==> src/rtl/react_pkg.sv <==
// react_pkg: screen/state codes, score limit and LFSR helpers for the reaction game
package react_pkg;
  typedef enum logic [1:0] {
    SCR_IDLE  = 2'd0,
    SCR_WAIT  = 2'd1,
    SCR_GO    = 2'd2,
    SCR_SCORE = 2'd3
  } scr_e;
  localparam logic [11:0] SCORE_MAX = 12'd4095;
  // Fibonacci feedback taps 16,14,13,11 (bits 15,13,12,10)
  localparam logic [15:0] LFSR_TAPS = 16'hB400;
  function automatic logic [15:0] lfsr_next(input logic [15:0] s);
    return {s[14:0], ^(s & LFSR_TAPS)};
  endfunction
endpackage

==> src/rtl/ms_tick_gen.sv <==
// ms_tick_gen: one-cycle tick every millisecond, restartable by clear
// clk/iResetn: clock and async active-low reset; clear: restart the ms period; tick: wrap pulse
module ms_tick_gen #(
  parameter int CLK_HZ = 50_000_000
) (
  input  logic clk,
  input  logic iResetn,
  input  logic clear,
  output logic tick
);
  localparam int DIV = CLK_HZ / 1000;
  localparam int W = (DIV > 1) ? $clog2(DIV) : 1;
  logic [W-1:0] cnt_q, cnt_d;
  always_comb begin
    tick  = cnt_q == W'(DIV - 1);
    cnt_d = (clear || tick) ? '0 : cnt_q + 1'b1;
  end
  always_ff @(posedge clk or negedge iResetn)
    if (!iResetn) cnt_q <= '0;
    else          cnt_q <= cnt_d;
endmodule

==> src/rtl/reaction_game_fsm.sv <==
// reaction_game_fsm: key conditioning, LFSR random wait and four-screen reaction-time game
// clk/iResetn: clock and async active-low reset; keyPress: raw key level
// reactScreen: screen code; currentScore: last reaction ms; scoreValid: update pulse; tooSoon: early press flag
module reaction_game_fsm
  import react_pkg::*;
#(
  parameter int          CLK_HZ       = 50_000_000,
  parameter int          MIN_DELAY_MS = 1000,
  parameter logic [15:0] LFSR_SEED    = 16'hACE1
) (
  input  logic        clk,
  input  logic        iResetn,
  input  logic        keyPress,
  output logic [1:0]  reactScreen,
  output logic [11:0] currentScore,
  output logic        scoreValid,
  output logic        tooSoon
);
  logic s1_q, s1_d, s2_q, s2_d, dly_q, dly_d, armed_q, armed_d, press_q, press_d;
  logic [1:0] prime_q, prime_d;
  logic [15:0] lfsr_q, lfsr_d;
  scr_e state_q, state_d;
  logic [11:0] delay_q, delay_d, ms_q, ms_d, score_q, score_d;
  logic valid_q, valid_d, soon_q, soon_d, clear, tick;
  ms_tick_gen #(.CLK_HZ(CLK_HZ)) u_tick (
    .clk    (clk),
    .iResetn(iResetn),
    .clear  (clear),
    .tick   (tick)
  );
  // Presses are only armed once the synchroniser has carried a real released level,
  // so a key held through reset release never counts as a press.
  always_comb begin
    s1_d    = keyPress;
    s2_d    = s1_q;
    dly_d   = s2_q;
    prime_d = {prime_q[0], 1'b1};
    armed_d = armed_q | (prime_q[1] & ~s2_q);
    press_d = armed_q & s2_q & ~dly_q;
    lfsr_d  = lfsr_next(lfsr_q);
  end
  always_comb begin
    state_d = state_q;
    delay_d = delay_q;
    ms_d    = ms_q;
    score_d = score_q;
    valid_d = 1'b0;
    soon_d  = soon_q;
    clear   = 1'b0;
    unique case (state_q)
      SCR_IDLE:
        if (press_q) begin
          delay_d = 12'(MIN_DELAY_MS) + 12'(lfsr_q[10:0]);
          soon_d  = 1'b0;
          clear   = 1'b1;
          state_d = SCR_WAIT;
        end
      SCR_WAIT:
        if (press_q) begin
          soon_d  = 1'b1;
          state_d = SCR_IDLE;
        end else if (tick) begin
          delay_d = (delay_q != 12'd0) ? delay_q - 12'd1 : 12'd0;
          if (delay_q <= 12'd1) begin
            ms_d    = 12'd0;
            clear   = 1'b1;
            state_d = SCR_GO;
          end
        end
      SCR_GO:
        if (press_q) begin
          score_d = ms_q;
          valid_d = 1'b1;
          state_d = SCR_SCORE;
        end else if (tick) begin
          ms_d = (ms_q == SCORE_MAX) ? ms_q : ms_q + 12'd1;
          if (ms_q == SCORE_MAX) begin
            score_d = SCORE_MAX;
            valid_d = 1'b1;
            state_d = SCR_SCORE;
          end
        end
      SCR_SCORE:
        state_d = press_q ? SCR_IDLE : state_q;
    endcase
  end
  always_ff @(posedge clk or negedge iResetn)
    if (!iResetn) begin
      s1_q    <= 1'b0;
      s2_q    <= 1'b0;
      dly_q   <= 1'b0;
      prime_q <= 2'b00;
      armed_q <= 1'b0;
      press_q <= 1'b0;
      lfsr_q  <= LFSR_SEED;
      state_q <= SCR_IDLE;
      delay_q <= 12'd0;
      ms_q    <= 12'd0;
      score_q <= 12'd0;
      valid_q <= 1'b0;
      soon_q  <= 1'b0;
    end else begin
      s1_q    <= s1_d;
      s2_q    <= s2_d;
      dly_q   <= dly_d;
      prime_q <= prime_d;
      armed_q <= armed_d;
      press_q <= press_d;
      lfsr_q  <= lfsr_d;
      state_q <= state_d;
      delay_q <= delay_d;
      ms_q    <= ms_d;
      score_q <= score_d;
      valid_q <= valid_d;
      soon_q  <= soon_d;
    end
  assign reactScreen  = state_q;
  assign currentScore = score_q;
  assign scoreValid   = valid_q;
  assign tooSoon      = soon_q;
endmodule

==> config.mk <==
export PLATFORM = sky130hd
export DESIGN_NAME = reaction_game_fsm
export DESIGN_NICKNAME = d
export VERILOG_FILES = /design/src/rtl/react_pkg.sv /design/src/rtl/ms_tick_gen.sv /design/src/rtl/reaction_game_fsm.sv
export SDC_FILE = /design/constraint.sdc
export NUM_CORES = 1
export LEC_CHECK = 0
export CORE_MARGIN = 5
export CORE_UTILIZATION = 60
export DETAILED_ROUTE_END_ITERATION = 8
export HOLD_SLACK_MARGIN = 0.02
export PLACE_DENSITY = 0.79
export SLEW_MARGIN = 20
export SYNTH_ARGS = -nofsm -noshare
export SYNTH_HDL_FRONTEND = slang
export SYNTH_HIERARCHICAL = 1
export SYNTH_SLANG_ARGS = --single-unit
==> constraint.sdc <==
create_clock -name clk -period 7.6 [get_ports clk]
set_input_delay 1.9 -clock clk [delete_from_list [all_inputs] [get_ports clk]]
set_output_delay 1.9 -clock clk [all_outputs]
set_load 0.005 [all_outputs]
==> flow_metrics.py <==
metrics = {
    "logic_synthesis": {
        "synthAdderAreaFrac_pct": 2.03,
        "postSynth.topFlopCell": "dfrtp_1",
        "syn_area_sq_um": 3710,
        "yosysWarnings": 6,
        "synth_compound_area_share_pct": 11.2,
        "synth_top_family_by_area": "simple AND/OR/NAND/NOR gates",
        "synth_xor_area_share_pct": 7.80,
        "synth_edf_count": 0,
        "synthSimpleGateAreaFrac_pct": 20.9,
        "synth.area.mux_share_pct": 0.574,
        "seq_area_frac_synth_pct": 53.6,
        "synth_cell_types": 54,
        "async_flop_share_pct": 100,
        "syn_area_per_cell_sq_um": 10.5,
        "synth_nets": 362,
        "ys_ff_latch": 79,
        "syn_inst": 353,
    },
    "detailed_routing": {
        "drt_iter0_drc": 131,
        "ant_nets": 0,
        "drt_wl_total_um": 7190,
        "drtPass1Iterations": 5,
        "via_count": 2635,
        "wl_per_cell_um": 16.1,
        "routed_via_density": 5.91,
        "drc": 0,
    },
    "finish": {
        "final_common_cell": "dfrtp_1",
        "final_layout_size_suffix_gt1_share_pct": 10.5,
        "finalNonFillerCells": 446,
        "final_cell_area_sq_um": 4080,
        "final_nets": 375,
        "mostFrequentLayoutCells": "dfrtp_1, nor2_1, nand2_1",
        "register_area_sq_um": 1990,
        "multiInputGateArea_sq_um": 1580,
        "area.growth.synth_to_final_pct": 10.1,
        "utilization_pct": 68.5,
        "diodes": 0,
        "fillers": 452,
    },
    "setup_path": {
        "arrival_ns": 1.47,
        "cpPeakStageDelay_ns": 0.57,
        "reg2reg_depth": 7,
        "end_kind": "primary output",
        "worst-path-buf-inv": 1,
        "cp.depth": 1,
        "path_cells": "clkdlybuf4s50_1",
        "startpoint_type": "flip-flop",
        "r2r_slack_ns": 4.54,
        "required_ns": 5.70,
        "reg2reg_from": "u_tick/cnt_q[5]",
        "crit_end": "reactScreen[0]",
        "crit_slowest_cell": "clkdlybuf4s50_1",
        "worst-path-max-fanout": 11,
        "startpoint": "reactScreen[0]",
        "path_class": "flip-flop to primary output",
        "rr_endpoint": "delay_q[7]",
        "cp_top_family": "buffers and inverters",
    },
    "sta": {
        "fin_worst_skew_ns": 0.0116,
        "rsz0062_at_grt": "false",
        "worst_pin_slew_ns": 1.03,
        "slew_violations": 0,
        "relSlewSlack_pct": 31.3,
        "fmax_ghz": 0.297,
        "period_minus_slack_ns": 3.37,
        "hold_violations": 0,
        "setup_violations": 0,
        "period_share_pct": 44.3,
        "fin_setup_tns_ns": 0,
        "worst_slack_ns": 4.23,
    },
    "place": {
        "place_hpwl_um": 4960,
        "dp_cells": 430,
        "gp_congestion": 0.888,
        "preCtsSetupSlack_ns": 4.60,
        "io_buffer_count": 18,
        "placed_cell_area_sq_um": 3880,
    },
    "floorplanning": {
        "num_rows": 28,
        "die-width_um": 88.6,
        "start_util_pct": 62.2,
        "die_h_um": 88.6,
        "dieArea_sq_um": 7850,
        "core_area_sq_um": 5960,
        "ios": 19,
    },
    "global_routing": {
        "grt_pass1_wl_um": 12300,
        "grt_overflow_total": 0,
        "first_global_vias": 2522,
        "grt_max_degree": 80,
        "track_usage_pct": 20.6,
        "antenna_found_initial": 0,
    },
    "clock_network": {
        "cts-root-buf": "clkbuf_8",
        "clk_latency_ns": 0.35,
        "cts_max_path_buffers": 2,
        "post_cts_resized": 0,
        "cts.sinks": 79,
        "worst_setup_hold_path_clk_slew_ns": 0.08,
        "htree_levels": 3,
        "cts_tree": "yes",
        "postCtsHoldBufs": 0,
        "numCtsBuffers": 9,
        "cts_setup_buffers": 0,
    },
    "run": {
        "cap_violations": 0,
    },
    "pwr": {
        "power_per_cell_area_nw_per_um2": 248,
        "peakVddDrop_uv": 199,
        "p_leak_nw": 1.71,
    },
    "min_path": {
        "hold_class": "flip-flop to flip-flop",
    },
    "status": {
        "status": "finished clean",
    },
}
==> logic make-up (layout without fill, tap and decap cells) <==
| family | Yosys count | count (layout) |
|---|---|---|
| AND/OR/NAND/NOR | 145 | 145 |
| flip-flops | 79 | 79 |
| AO/OA/AOI/OAI | 60 | 60 |
| XOR/XNOR | 33 | 33 |
| buffers and inverters | 27 | 45 |
| adder cells (fa/ha/maj) | 6 | 6 |
| multiplexers | 2 | 2 |
| other | 1 | 1 |
==> report_power, final <==
group          leakage, nW  total, mW  internal [mW]  switching, mW
sequential            1.02      0.508          0.460         0.0479
clock               0.0992      0.305          0.152          0.153
combinational        0.597      0.200         0.0787          0.122
==> metrics by stage <==
stage / power (mW) / hold WS, ns
after floorplan: 0.669 / 0.331
after global placement: 0.705 / 0.333
after detailed placement: 0.712 / 0.335
after CTS: 1.02 / 0.353
after global routing: 1.07 / 0.359
final: 1.01 / 0.351
==> worst min-delay path by stage <==
stage	endpoint	depth (start not counted)	start
after global placement	lfsr_q[15]	0	lfsr_q[14]
after CTS	prime_q[1]	0	prime_q[0]
after detailed placement	prime_q[1]	0	prime_q[0]
after floorplan	dly_d	0	s1_q
after global routing	prime_q[1]	0	prime_q[0]
final	dly_d	0	s1_q
==> registers in the layout, indices dropped and copies added (netlist names), named ones only <==
| signal | flops |
|---|---|
| armed_q | 1 |
| currentScore | 12 |
| delay_q | 12 |
| dly_d | 1 |
| dly_q | 1 |
| lfsr_q | 16 |
| ms_q | 12 |
| press_q | 1 |
| prime_q | 2 |
| reactScreen | 1 |
| s1_q | 1 |
| scoreValid | 1 |
| tooSoon | 1 |
| u_tick/cnt_q | 16 |
==> final cells by class <==
type	count	area share [%]
multi-input combinational	247	38.7
sequential	79	48.7
tap	75	2.30
clock inverter	7	1.81
inverter	10	0.920
clock buffer	9	3.04
timing repair buffer	19	4.54
==> synthesized netlist by cell type, drive strengths merged (2+ instances only) <==
| library cell | number | area, sq um |
|---|---|---|
| dfrtp | 71 | 1780 |
| nor2 | 42 | 165 |
| nand2 | 28 | 105 |
| xnor2 | 25 | 219 |
| o21ai | 16 | 80.1 |
| nand3 | 15 | 75.1 |
| nor3 | 13 | 65.1 |
| o22a | 12 | 105 |
| a21oi | 11 | 55.1 |
| nor4 | 11 | 90.1 |
| inv | 10 | 37.5 |
| buf | 9 | 72.6 |
| clkbuf | 8 | 30.0 |
| dfstp | 8 | 210 |
| xor2 | 8 | 70.1 |
| ha | 6 | 75.1 |
| nand4 | 6 | 37.5 |
| o311ai | 5 | 43.8 |
| a21o | 4 | 30.0 |
| nor2b | 4 | 25.0 |
| or2 | 4 | 25.0 |
| or4 | 4 | 33.8 |
| or4b | 4 | 40.0 |
| nand2b | 3 | 18.8 |
| nor3b | 3 | 27.5 |
| a211oi | 2 | 15.0 |
| a31oi | 2 | 12.5 |
| o211ai | 2 | 15.0 |
| o31ai | 2 | 20.0 |
| or3 | 2 | 12.5 |
==> metal layers <==
| metal | part of all wire, % | vias up | GRT usage, % |
|---|---|---|---|
| met2 | 48 | 76 | 32.4 |
| met3 | 4.0 | 10 | 3.35 |
| li1 | - | 1273 | - |
| met4 | 1.5 | 0 | 9.07 |
| met5 | 0 | - | 0 |
| met1 | 47 | 1276 | 28.5 |
Power figures use the tool's default switching activity.
